--- src/rtl/i2c_mem_loader_pkg.sv ---
// Shared definitions for the I2C instruction-memory loader.
// Holds the FSM state encodings, the R/W bit polarity and the rule used to
// size the byte-within-word counter.
package i2c_mem_loader_pkg;

  localparam logic [3:0] ST_IDLE      = 4'd0;
  localparam logic [3:0] ST_ADDR      = 4'd1;
  localparam logic [3:0] ST_ADDR_ACK  = 4'd2;
  localparam logic [3:0] ST_PTR       = 4'd3;
  localparam logic [3:0] ST_PTR_ACK   = 4'd4;
  localparam logic [3:0] ST_WDATA     = 4'd5;
  localparam logic [3:0] ST_WDATA_ACK = 4'd6;
  localparam logic [3:0] ST_RDATA     = 4'd7;
  localparam logic [3:0] ST_RD_ACK    = 4'd8;
  localparam logic [3:0] ST_IGNORE    = 4'd9;

  localparam logic I2C_RW_READ = 1'b1;

  // A one-byte word still needs a one-bit counter to keep the logic legal.
  function automatic int byte_cnt_w(input int word_bytes);
    return (word_bytes > 1) ? $clog2(word_bytes) : 1;
  endfunction

endpackage

--- src/rtl/i2c_line_sync.sv ---
// Oversampling front end for the I2C pins.
// Ports: i_clk/i_rst system clock and sync reset; i_scl/i_sda raw bus pins;
// scl_rise/scl_fall one-cycle SCL edge pulses; sda_s synchronized SDA;
// start/stop one-cycle bus condition pulses.
module i2c_line_sync (
  input  logic i_clk,
  input  logic i_rst,
  input  logic i_scl,
  input  logic i_sda,
  output logic scl_rise,
  output logic scl_fall,
  output logic sda_s,
  output logic start,
  output logic stop
);

  logic scl_p0, scl_p1, scl_p2;
  logic sda_p0, sda_p1, sda_p2;

  // Reset to the idle-bus level so leaving reset never fakes an edge.
  always_ff @(posedge i_clk) begin
    if (i_rst) begin
      scl_p0 <= 1'b1;
      scl_p1 <= 1'b1;
      scl_p2 <= 1'b1;
      sda_p0 <= 1'b1;
      sda_p1 <= 1'b1;
      sda_p2 <= 1'b1;
    end else begin
      // p0/p1: two-flop synchronizer; p2: history for edge detection
      scl_p0 <= i_scl;
      scl_p1 <= scl_p0;
      scl_p2 <= scl_p1;
      sda_p0 <= i_sda;
      sda_p1 <= sda_p0;
      sda_p2 <= sda_p1;
    end
  end

  assign scl_rise = scl_p1 & ~scl_p2;
  assign scl_fall = ~scl_p1 & scl_p2;
  assign sda_s    = sda_p1;
  assign start    = scl_p1 & scl_p2 & sda_p2 & ~sda_p1;
  assign stop     = scl_p1 & scl_p2 & ~sda_p2 & sda_p1;

endmodule

--- src/rtl/i2c_mem_loader.sv ---
// I2C slave programming port for the processor instruction memory.
// Ports: i_clk/i_rst system clock and sync active-high reset; i_scl/i_sda
// bus pins; o_sda_oe open-drain pull-down enable; o_mem_addr word pointer;
// o_mem_wdata assembled word; o_mem_we/o_mem_re one-cycle strobes;
// i_mem_rdata read data valid the cycle after o_mem_re; o_busy addressed
// transfer in progress.
module i2c_mem_loader
  import i2c_mem_loader_pkg::*;
#(
  parameter logic [6:0] DEV_ADDR   = 7'h2A,
  parameter int         ADDR_W     = 8,
  parameter int         DEPTH      = 2**ADDR_W,
  parameter int         WORD_BYTES = 4
) (
  input  logic                    i_clk,
  input  logic                    i_rst,
  input  logic                    i_scl,
  input  logic                    i_sda,
  output logic                    o_sda_oe,
  output logic [ADDR_W-1:0]       o_mem_addr,
  output logic [8*WORD_BYTES-1:0] o_mem_wdata,
  output logic                    o_mem_we,
  output logic                    o_mem_re,
  input  logic [8*WORD_BYTES-1:0] i_mem_rdata,
  output logic                    o_busy
);

  localparam int                KW       = byte_cnt_w(WORD_BYTES);
  localparam int                WORD_W   = 8 * WORD_BYTES;
  localparam logic [ADDR_W-1:0] PTR_LAST = ADDR_W'(DEPTH - 1);
  localparam logic [KW-1:0]     K_LAST   = KW'(WORD_BYTES - 1);

  logic scl_rise, scl_fall, sda_s, start, stop;

  i2c_line_sync u_line_sync (
    .i_clk    (i_clk),
    .i_rst    (i_rst),
    .i_scl    (i_scl),
    .i_sda    (i_sda),
    .scl_rise (scl_rise),
    .scl_fall (scl_fall),
    .sda_s    (sda_s),
    .start    (start),
    .stop     (stop)
  );

  logic [3:0]        state;
  logic [3:0]        bit_cnt;
  logic [KW-1:0]     k;
  logic [ADDR_W-1:0] ptr;
  logic              ack_phase;
  logic              rw;
  logic              mack;
  logic              re_p1;
  logic [7:0]        rx_sh;
  logic [7:0]        tx_sh;
  logic [WORD_W-1:0] wbuf;
  logic [WORD_W-1:0] rword;
  logic [7:0]        rx_byte;
  logic [7:0]        rd_byte;
  logic [WORD_W-1:0] wbuf_nxt;

  // Explicit compare keeps the wrap correct for non-power-of-two DEPTH.
  function automatic logic [ADDR_W-1:0] ptr_next(input logic [ADDR_W-1:0] p);
    return (p == PTR_LAST) ? '0 : p + ADDR_W'(1);
  endfunction

  function automatic logic [WORD_W-1:0] place_byte(input logic [WORD_W-1:0] w,
                                                   input logic [KW-1:0]     idx,
                                                   input logic [7:0]        b);
    logic [WORD_W-1:0] r;
    r = w;
    for (int i = 0; i < WORD_BYTES; i++)
      if (int'(idx) == i) r[8*i +: 8] = b;
    return r;
  endfunction

  always_comb begin
    rd_byte = rword[7:0];
    for (int i = 0; i < WORD_BYTES; i++)
      if (int'(k) == i) rd_byte = rword[8*i +: 8];
  end

  assign rx_byte    = {rx_sh[6:0], sda_s};
  assign wbuf_nxt   = place_byte(wbuf, k, rx_byte);
  assign o_mem_addr = ptr;

  always_ff @(posedge i_clk) begin
    if (i_rst) begin
      state       <= ST_IDLE;
      bit_cnt     <= '0;
      k           <= '0;
      ptr         <= '0;
      ack_phase   <= 1'b0;
      rw          <= 1'b0;
      mack        <= 1'b0;
      re_p1       <= 1'b0;
      o_sda_oe    <= 1'b0;
      o_mem_we    <= 1'b0;
      o_mem_re    <= 1'b0;
      o_mem_wdata <= '0;
      o_busy      <= 1'b0;
    end else begin
      o_mem_we <= 1'b0;
      o_mem_re <= 1'b0;
      // p1: memory answers one cycle after the read request
      re_p1 <= o_mem_re;
      if (re_p1) rword <= i_mem_rdata;
      if (o_mem_we) ptr <= ptr_next(ptr);

      if (stop) begin
        state    <= ST_IDLE;
        o_sda_oe <= 1'b0;
        k        <= '0;
        bit_cnt  <= '0;
        o_busy   <= 1'b0;
      end else if (start) begin
        state    <= ST_ADDR;
        o_sda_oe <= 1'b0;
        k        <= '0;
        bit_cnt  <= '0;
      end else begin
        case (state)
          ST_ADDR, ST_PTR, ST_WDATA: begin
            if (scl_rise) begin
              rx_sh   <= rx_byte;
              bit_cnt <= bit_cnt + 4'd1;
              if (bit_cnt == 4'd7) begin
                bit_cnt   <= '0;
                ack_phase <= 1'b0;
                if (state == ST_ADDR) begin
                  if (rx_byte[7:1] == DEV_ADDR) begin
                    state  <= ST_ADDR_ACK;
                    rw     <= rx_byte[0];
                    o_busy <= 1'b1;
                    if (rx_byte[0] == I2C_RW_READ) o_mem_re <= 1'b1;
                  end else begin
                    state <= ST_IGNORE;
                  end
                end else if (state == ST_PTR) begin
                  if (int'(rx_byte) < DEPTH) begin
                    ptr   <= rx_byte[ADDR_W-1:0];
                    state <= ST_PTR_ACK;
                  end else begin
                    state <= ST_IGNORE;
                  end
                end else begin
                  wbuf  <= wbuf_nxt;
                  state <= ST_WDATA_ACK;
                  if (k == K_LAST) begin
                    o_mem_we    <= 1'b1;
                    o_mem_wdata <= wbuf_nxt;
                    k           <= '0;
                  end else begin
                    k <= k + KW'(1);
                  end
                end
              end
            end
          end
          // First SCL fall after the byte pulls SDA low, the next one releases it.
          ST_ADDR_ACK, ST_PTR_ACK, ST_WDATA_ACK: begin
            if (scl_fall) begin
              if (!ack_phase) begin
                o_sda_oe  <= 1'b1;
                ack_phase <= 1'b1;
              end else begin
                o_sda_oe  <= 1'b0;
                ack_phase <= 1'b0;
                bit_cnt   <= '0;
                if (state == ST_ADDR_ACK && rw == I2C_RW_READ) begin
                  o_sda_oe <= ~rd_byte[7];
                  tx_sh    <= {rd_byte[6:0], 1'b0};
                  state    <= ST_RDATA;
                end else if (state == ST_ADDR_ACK) begin
                  state <= ST_PTR;
                end else begin
                  state <= ST_WDATA;
                end
              end
            end
          end
          ST_RDATA: begin
            if (scl_rise) bit_cnt <= bit_cnt + 4'd1;
            if (scl_fall) begin
              if (bit_cnt == 4'd8) begin
                o_sda_oe <= 1'b0;
                bit_cnt  <= '0;
                mack     <= 1'b0;
                state    <= ST_RD_ACK;
              end else begin
                o_sda_oe <= ~tx_sh[7];
                tx_sh    <= {tx_sh[6:0], 1'b0};
              end
            end
          end
          // Pointer only advances once the master has ACKed the last byte.
          ST_RD_ACK: begin
            if (scl_rise) begin
              if (sda_s) begin
                state <= ST_IGNORE;
              end else begin
                mack <= 1'b1;
                if (k == K_LAST) begin
                  k        <= '0;
                  ptr      <= ptr_next(ptr);
                  o_mem_re <= 1'b1;
                end else begin
                  k <= k + KW'(1);
                end
              end
            end
            if (scl_fall && mack) begin
              mack     <= 1'b0;
              o_sda_oe <= ~rd_byte[7];
              tx_sh    <= {rd_byte[6:0], 1'b0};
              state    <= ST_RDATA;
            end
          end
          default: o_sda_oe <= 1'b0;
        endcase
      end
    end
  end

endmodule

--- config.mk ---
export PLATFORM = sky130hd
export DESIGN_NAME = i2c_mem_loader
export DESIGN_NICKNAME = d
export VERILOG_FILES = /design/src/rtl/i2c_mem_loader_pkg.sv /design/src/rtl/i2c_line_sync.sv /design/src/rtl/i2c_mem_loader.sv
export SDC_FILE = /design/constraint.sdc
export NUM_CORES = 1
export LEC_CHECK = 0
export BUFFER_PORTS_ARGS = -buffer_cell sky130_fd_sc_hd__buf_2
export CAP_MARGIN = 20
export CORE_ASPECT_RATIO = 0.6
export CORE_MARGIN = 2
export CORE_UTILIZATION = 50
export DETAILED_ROUTE_END_ITERATION = 6
export PLACE_DENSITY = 0.7
export RECOVER_POWER = 100
export SYNTH_ARGS = -nofsm -noshare
export SYNTH_HDL_FRONTEND = slang
export SYNTH_HIERARCHICAL = 1
export SYNTH_SLANG_ARGS = --single-unit
--- constraint.sdc ---
create_clock -name i_clk -period 11.1 [get_ports i_clk]
set_clock_uncertainty 0.2 [all_clocks]
set_input_delay 1.11 -clock i_clk [delete_from_list [all_inputs] [get_ports i_clk]]
set_output_delay 1.11 -clock i_clk [all_outputs]
set_load 0.05 [all_outputs]
==> reports/qor.tcl, run 1 <==
set qor(run_status) {finished, violations left}
set qor(failed_checks) {max-capacitance violations, max-slew violations}
set qor(clock_latency_ns) 0.42
set qor(average_routed_wire_per_standard_cell_um) 17.7
set qor(antenna_found_initial) 0
set qor(worst_slew_margin_relative_to_its_limit_pct) -60.7
set qor(drt_iter0_markers) 468
set qor(r2r-start) {u_line_sync/sda_s$_SDFF_PP1_}
set qor(p_leak_nw) 2.43
set qor(chipHeight_um) 92.7
set qor(post_synth_instance_area_um2) 6560
set qor(post_synth_edffs) 78
set qor(clock_tree_from_tritoncts) {done}
set qor(placement_rows) 32
set qor(max-vdd-ir-drop_mv) 0.111
set qor(timing.critical_path.slowest_stage_cell) {clkbuf_1}
set qor(design.die.area_um2) 14100
set qor(worstHoldStart) {u_line_sync/scl_p0$_SDFF_PP1_}
set qor(synth_fp_nets) 614
set qor(report.power.total_mw) 1.29
set qor(mostFrequentLayoutCell) {edfxtp_1}
set qor(critPathCaptureType) {register}
set qor(worst-setup-path-type) {input pin to register}
set qor(synth_area_in_compound_gates_pct) 10.8
set qor(ys.flop_type) {edfxtp_1}
set qor(maxClockFrequency_ghz) 0.197
set qor(most-common-layout-cells) {78 x edfxtp_1, 64 x dfxtp_1, 57 x mux2i_1}
set qor(finalNetCount) 684
set qor(yosysUniqueCellTypes) 65
set qor(cts.repair_timing.setup_buffer_count) 0
set qor(total_area_of_multi_input_combinational_cells_um2) 2710
set qor(syn-instance-count) 571
set qor(synth_area_in_xor_xnor_pct) 0.801
set qor(placed_cell_area_um2) 7060
set qor(cts_resized) 0
set qor(critical_path.max_fanout) 56
set qor(worstPathRequired_ns) 10.91
set qor(number_of_max_capacitance_violations_reported) 4
set qor(synthAdderAreaFrac_pct) 1.33
set qor(post_drt_via_cell_ratio) 5.77
set qor(finalSetupTns_ns) 0
set qor(drtPass1Iterations) 5
set qor(clock_tree.root_cell) {clkbuf_16}
set qor(hold-path-endpoint) {u_line_sync/scl_p1$_SDFF_PP1_}
set qor(worst_hold_path.num_cells) 1
set qor(detail_route.drc_violations) 0
set qor(pin_count) 80
set qor(grt_setup_unrepaired) {false}
set qor(layout_min_cycle_time_ns) 5.08
set qor(grt_usage_pct) 21.1
set qor(final_layout_size_suffix_gt1_share_pct) 12.1
set qor(worst_setup_path_start_kind) {input pin}
set qor(cts_htree_levels) 4
set qor(tightest_slew_ns) 2.41
set qor(area_delta_synth_final_pct) 15.0
set qor(timing_max_transition_violations_final) 156
set qor(clock_sink_count) 142
set qor(synth_top_family_by_area) {multiplexers}
set qor(cellPowerDensity_nw_per_um2) 171
set qor(critical_path.reg2reg.endpoint) {o_mem_wdata[15]$_SDFFE_PP0P_}
set qor(layout_worst_path_cycle_share_pct) 45.7
set qor(core_area_um2) 12800
set qor(area.sequential_um2) 3620
set qor(detail_route.wirelength_um) 14600
set qor(cp_cell_sequence) {clkbuf_1 -> nor3_1 -> nand2_1 -> nor3_1 -> clkbuf_1}
set qor(fin_area_um2) 7540
set qor(syn_area_per_cell_um2) 11.5
set qor(grt_first_pass_wirelength_um) 23300
set qor(via_count_of_the_first_global_routing_pass) 4409
set qor(ys_seq_area_share_pct) 55.2
set qor(finalHoldViolations) 0
set qor(place.port_buffers) 79
set qor(max_stage_delay_ns) 1.24
set qor(antenna-diode-count) 0
set qor(worst-r2r-cell-count) 7
set qor(ys_ff_latch) 142
set qor(synth_simple_gate_area_share_pct) 14.0
set qor(global_placement_routability_congestion) 0.950
set qor(crit_arrival_ns) 4.89
set qor(number_of_buffers_inserted_during_clock_tree_synthesis) 17
set qor(maximum_number_of_pins_on_one_net_before_global_route_repair) 57
set qor(cts-root-to-sink-buffers) 2
set qor(ys.warnings.count) 6
set qor(fill_cells) 1086
set qor(ant_nets) 0
set qor(synth.mux.area_fraction_pct) 14.5
set qor(dp_hpwl_um) 9870
set qor(chip_width_um) 152
set qor(global_route.overflow_total) 0
set qor(asyncSetResetFlopFracSynth_pct) 0
set qor(hold_path.class) {register to register}
set qor(hold_buffer_count_at_cts) 0
set qor(clk_transition_reported_paths_ns) 0.06
set qor(setup-violations-final) 0
set qor(r2r_slack_ns) 6.54
set qor(detailroute.via_count) 4757
set qor(start_util_pct) 51.2
==> Yosys cell counts, types with 11 or more instances <==
| cell type | n | area share, % |
|---|---|---|
| mux2i_1 | 57 | 8.7 |
| dfxtp_1 | 64 | 20 |
| nand2_1 | 40 | 2.3 |
| clkbuf_1 | 20 | 1.1 |
| edfxtp_1 | 78 | 36 |
| o21ai_0 | 24 | 1.8 |
| a31oi_1 | 11 | 1.0 |
| nor3_1 | 18 | 1.4 |
| nand3_1 | 11 | 0.84 |
| nor2_1 | 54 | 3.1 |
| mux2_2 | 34 | 5.8 |
==> how the worst max path moves through the flow <==
stage,startpoint,end,slack [ns],cells past startpoint
2_1_floorplan,i_rst,wbuf[0]$_DFFE_PP_,6.41,3
3_3_place_gp,i_rst,wbuf[12]$_DFFE_PP_,7.35,5
3_5_place_dp,i_rst,wbuf[5]$_DFFE_PP_,7.25,5
4_1_cts,i_rst,wbuf[16]$_DFFE_PP_,7.69,5
5_1_grt,i_rst,wbuf[19]$_DFFE_PP_,5.66,5
6_report,i_rst,wbuf[14]$_DFFE_PP_,6.02,5
==> cells by family (layout without fill, tap and decap cells) <==
| family | after synthesis | after routing |
|---|---|---|
| XOR/XNOR | 6 | 6 |
| adder cells (fa/ha/maj) | 7 | 7 |
| AO/OA/AOI/OAI | 103 | 103 |
| buffers and inverters | 46 | 129 |
| multiplexers | 91 | 91 |
| AND/OR/NAND/NOR | 176 | 176 |
| flip-flops | 142 | 142 |
==> area by class of cell <==
cell class	count	area share, %
flip-flops and latches	142	48.0
multi-input cells	383	35.9
clock buffers	19	6.02
repair buffers	87	4.91
well taps	170	2.82
clock inverters	13	1.84
inverters	10	0.498
==> sequential cells by signal, indices dropped and copies added, names as in the netlist <==
name / cells
o_mem_addr: 8
state: 4
o_mem_wdata: 32
mack: 1
tx_sh: 7
rw: 1
wbuf: 32
o_mem_we: 1
ack_phase: 1
rx_sh: 7
re_p1: 1
u_line_sync/sda_p0: 1
k: 2
o_mem_re: 1
o_busy: 1
u_line_sync/sda_p2: 1
u_line_sync/scl_p2: 1
u_line_sync/sda_s: 1
o_sda_oe: 1
u_line_sync/scl_p0: 1
rword: 32
u_line_sync/scl_p1: 1
bit_cnt: 4
==> per-layer routing <==
metal / up-vias / routed length [um] / track usage [%]
li1: 2273 / - / -
met1: 2259 / 7170 / 31.2
met2: 203 / 6060 / 29.9
met3: 22 / 1220 / 5.90
met4: 0 / 136 / 6.93
met5: - / 0 / 0
==> worst max-delay path: cells and delay by family <==
family / cells / cell delay, ns
AND/OR/NAND/NOR: 3 / 1.63
buffers and inverters: 2 / 2.11
==> where the power goes <==
part | total (mW) | switching (mW) | internal (mW)
Clock | 0.566 | 0.222 | 0.344
Sequential | 0.583 | 0.0229 | 0.560
Combinational | 0.142 | 0.0882 | 0.0537
Total | 1.29 | 0.333 | 0.958
==> stage by stage <==
step           util [%]  instances  hold slack, ns  setup WS, ns
2_1_floorplan         -        571           0.183          6.41
3_3_place_gp       55.1        792           0.187          7.35
3_5_place_dp       55.1        792           0.192          7.25
4_1_cts            59.7        824           0.207          7.69
5_1_grt            58.9        824           0.228          5.66
6_report           58.9        824           0.201          6.02
Power figures use the tool's default switching activity.
==> run 2, diff against run 1 <==
--- a/config.mk
+++ b/config.mk
@@ -11,7 +11,7 @@
 export CORE_MARGIN = 2
 export CORE_UTILIZATION = 50
 export DETAILED_ROUTE_END_ITERATION = 6
-export PLACE_DENSITY = 0.7
+export PLACE_DENSITY = 0.73
 export RECOVER_POWER = 100
 export SYNTH_ARGS = -nofsm -noshare
 export SYNTH_HDL_FRONTEND = slang
==> constraint.sdc (replaced) <==
create_clock -name i_clk -period 4.41 [get_ports i_clk]
set_clock_uncertainty 0.2 [all_clocks]
set_input_delay 0.441 -clock i_clk [delete_from_list [all_inputs] [get_ports i_clk]]
set_output_delay 0.441 -clock i_clk [all_outputs]
set_load 0.05 [all_outputs]
==> run 2 against run 1 <==
Against the previous run:
- the flow still finishes with violations (max-capacitance violations, max-slew violations)
- first-iteration DRC count grew 9.4%
- count of clock-buffer cells in the layout increased by 1
- register-to-register slack worse by 5.5 ns
- clock power rose to 2.5 times the previous value
- worst setup slack got worse by 5.0 ns
- via count increased by 4.9%
- sequential share of layout area is 1.7 points lower
- largest power group unchanged
==> reports/qor.tcl, run 2 (synthesized netlist as in run 1, its figures left out) <==
set qor(path_delay_family) {buffers and inverters} ;# unchanged
set qor(antenna-diode-count) 0 ;# unchanged
set qor(cellPowerDensity_nw_per_um2) 418 ;# was 171 nW/um2
set qor(stdcell_count) 853 ;# was 824
set qor(critical_path.reg2reg.endpoint) {o_mem_addr[6]$_SDFF_PP0_} ;# was o_mem_wdata[15]$_SDFFE_PP0P_
set qor(critPathLaunch) {k[0]$_SDFFE_PP0P_} ;# was i_rst
set qor(timing.critical_path.slowest_stage_cell) {clkbuf_1} ;# unchanged
set qor(place.port_buffers) 79 ;# unchanged
set qor(r2r_slack_ns) 1.01 ;# was 6.54 ns
set qor(max-vdd-ir-drop_mv) 0.277 ;# was 0.111 mV
set qor(max_stage_delay_ns) 0.97 ;# was 1.24 ns
set qor(antenna_found_initial) 0 ;# unchanged
set qor(mostFrequentLayoutCell) {edfxtp_1} ;# unchanged
set qor(finalNetCount) 713 ;# was 684
set qor(cts_resized) 0 ;# unchanged
set qor(grt_usage_pct) 22.6 ;# was 21.1%
set qor(grt_first_pass_wirelength_um) 25200 ;# was 23300 um
set qor(timing_max_transition_violations_final) 33 ;# was 156
set qor(grt_setup_unrepaired) {false} ;# unchanged
set qor(final_layout_size_suffix_gt1_share_pct) 12.9 ;# was 12.1%
set qor(cts_htree_levels) 4 ;# unchanged
set qor(start_util_pct) 51.2 ;# unchanged
set qor(hold_buffer_count_at_cts) 22 ;# was 0
set qor(most-common-layout-cells) {78 x edfxtp_1, 64 x dfxtp_1, 57 x mux2i_1} ;# unchanged
set qor(maxClockFrequency_ghz) 0.294
set qor(average_routed_wire_per_standard_cell_um) 18.6 ;# was 17.7 um
set qor(clock_sink_count) 142 ;# unchanged
set qor(largest_registers_in_the_final_layout) {o_mem_wdata (32), rword (32), wbuf (32)} ;# unchanged
set qor(report.power.total_mw) 3.27 ;# was 1.29 mW
set qor(detail_route.drc_violations) 0 ;# unchanged
set qor(finalSetupTns_ns) 0 ;# unchanged
set qor(area_delta_synth_final_pct) 19.1 ;# was 15.0%
set qor(critical_path_buf_inv_count) 1 ;# was 2
set qor(pin_count) 80 ;# unchanged
set qor(worstPathRequired_ns) 4.52 ;# was 10.91 ns
set qor(setup-violations-final) 0 ;# unchanged
set qor(fill_cells) 1012 ;# was 1086
set qor(tightest_slew_ns) 1.68 ;# was 2.41 ns
set qor(path_depth) 7 ;# was 5
set qor(worst-setup-path-type) {register to register} ;# was input pin to register
set qor(fin_worst_hold_slack_ns) 0.00923 ;# was 0.201 ns
set qor(cts.repair_timing.setup_buffer_count) 0 ;# unchanged
set qor(critPathCaptureType) {register} ;# unchanged
set qor(clk_transition_reported_paths_ns) 0.06 ;# about the same
set qor(worst_setup_path_start_kind) {register} ;# was input pin
set qor(cp_cell_sequence) {ha_1 -> clkbuf_1 -> nand3b_1 -> a211oi_1 -> mux2i_1 -> o21ai_0 -> a211oi_1} ;# was clkbuf_1 -> nor3_1 -> nand2_1 -> nor3_1 -> clkbuf_1
set qor(critical_path.max_fanout) 23 ;# was 56
set qor(number_of_buffers_inserted_during_clock_tree_synthesis) 17 ;# unchanged
set qor(placement_rows) 32 ;# unchanged
set qor(p_leak_nw) 2.57 ;# was 2.43 nW
set qor(clock_latency_ns) 0.42 ;# about the same
set qor(cts-root-to-sink-buffers) 2 ;# unchanged
set qor(finalHoldViolations) 0 ;# unchanged
set qor(worst_hold_path.num_cells) 1 ;# unchanged
set qor(run_status) {finished, violations left} ;# unchanged
set qor(clock_tree.root_cell) {clkbuf_16} ;# unchanged
set qor(core_area_um2) 12800 ;# unchanged
set qor(failed_checks) {max-capacitance violations, max-slew violations} ;# unchanged
set qor(hold-path-endpoint) {rword[30]$_DFFE_PP_} ;# was u_line_sync/scl_p1$_SDFF_PP1_
set qor(r2r-start) {k[0]$_SDFFE_PP0P_} ;# was u_line_sync/sda_s$_SDFF_PP1_
set qor(end_of_flow_core_utilization_pct) 61.0 ;# was 58.9%
set qor(cpMostUsedCell) {a211oi_1}
set qor(detail_route.wirelength_um) 15900 ;# was 14600 um
set qor(chipHeight_um) 92.7 ;# unchanged
set qor(design.die.area_um2) 14100 ;# unchanged
set qor(global_placement_routability_congestion) 0.943 ;# was 0.950
set qor(drtPass1Iterations) 7 ;# was 5
set qor(layout_min_cycle_time_ns) 3.40
set qor(worstHoldStart) {i_mem_rdata[30]} ;# was u_line_sync/scl_p0$_SDFF_PP1_
set qor(hold_path.class) {input pin to register} ;# was register to register
set qor(global_route.overflow_total) 0 ;# unchanged
set qor(ant_nets) 0 ;# unchanged
set qor(layout_worst_path_cycle_share_pct) 77.2
set qor(clock_tree_from_tritoncts) {done} ;# unchanged
set qor(chip_width_um) 152 ;# unchanged
set qor(via_count_of_the_first_global_routing_pass) 4874 ;# was 4409
set qor(number_of_max_capacitance_violations_reported) 1 ;# was 4
set qor(detailroute.via_count) 4992 ;# was 4757
set qor(dp_cells) 795 ;# was 792
set qor(post_drt_via_cell_ratio) 5.85 ;# was 5.77
set qor(dp_hpwl_um) 10400 ;# was 9870 um
set qor(worst_slew_margin_relative_to_its_limit_pct) -12.0 ;# was -60.7%
set qor(drt_iter0_markers) 512 ;# was 468
set qor(worst-r2r-cell-count) 7 ;# unchanged
set qor(crit_arrival_ns) 3.52 ;# was 4.89 ns
set qor(maximum_number_of_pins_on_one_net_before_global_route_repair) 35 ;# was 57
## run 2: where the power goes
group / total (mW) / switching [mW] / internal (mW) / leakage [nW]
clock network: 1.42 / 0.614 / 0.809 / 0.291
registers: 1.47 / 0.0605 / 1.41 / 1.22
logic: 0.375 / 0.229 / 0.146 / 1.06
total: 3.27 / 0.903 / 2.36 / 2.57
## run 2: layer usage
layer	wire, um	track usage, %	up-vias
met2	6870	33.4	260
li1	-	-	2329
met3	1350	5.62	21
met4	126	5.53	0
met5	0	0	-
met1	7500	33.3	2382
## run 2: area by class of cell
type | instances | area (um2) | area share, %
multi-input combinational | 383 | 2700 | 34.5
tap | 170 | 213 | 2.72
clock inverter | 12 | 111 | 1.42
sequential | 142 | 3620 | 46.4
timing repair buffer | 116 | 657 | 8.40
clock buffer | 20 | 478 | 6.11
inverter | 10 | 37.5 | 0.480
## run 2: worst max-delay path by stage
stage	endpoint	slack, ns
floorplan	wbuf[0]$_DFFE_PP_	0.16
global placement	o_mem_wdata[21]$_SDFFE_PP0P_	1.70
detailed placement	o_mem_wdata[17]$_SDFFE_PP0P_	1.58
CTS	o_mem_wdata[12]$_SDFFE_PP0P_	1.54
global route	o_mem_addr[6]$_SDFF_PP0_	0.74
finish	o_mem_addr[6]$_SDFF_PP0_	1.01
## run 2: per-stage QoR
step	cell area, um2	setup slack [ns]
3_3_place_gp	7080	1.70
4_1_cts	7890	1.54
3_5_place_dp	7080	1.58
6_report	7820	1.01
2_1_floorplan	6560	0.158
5_1_grt	7820	0.740
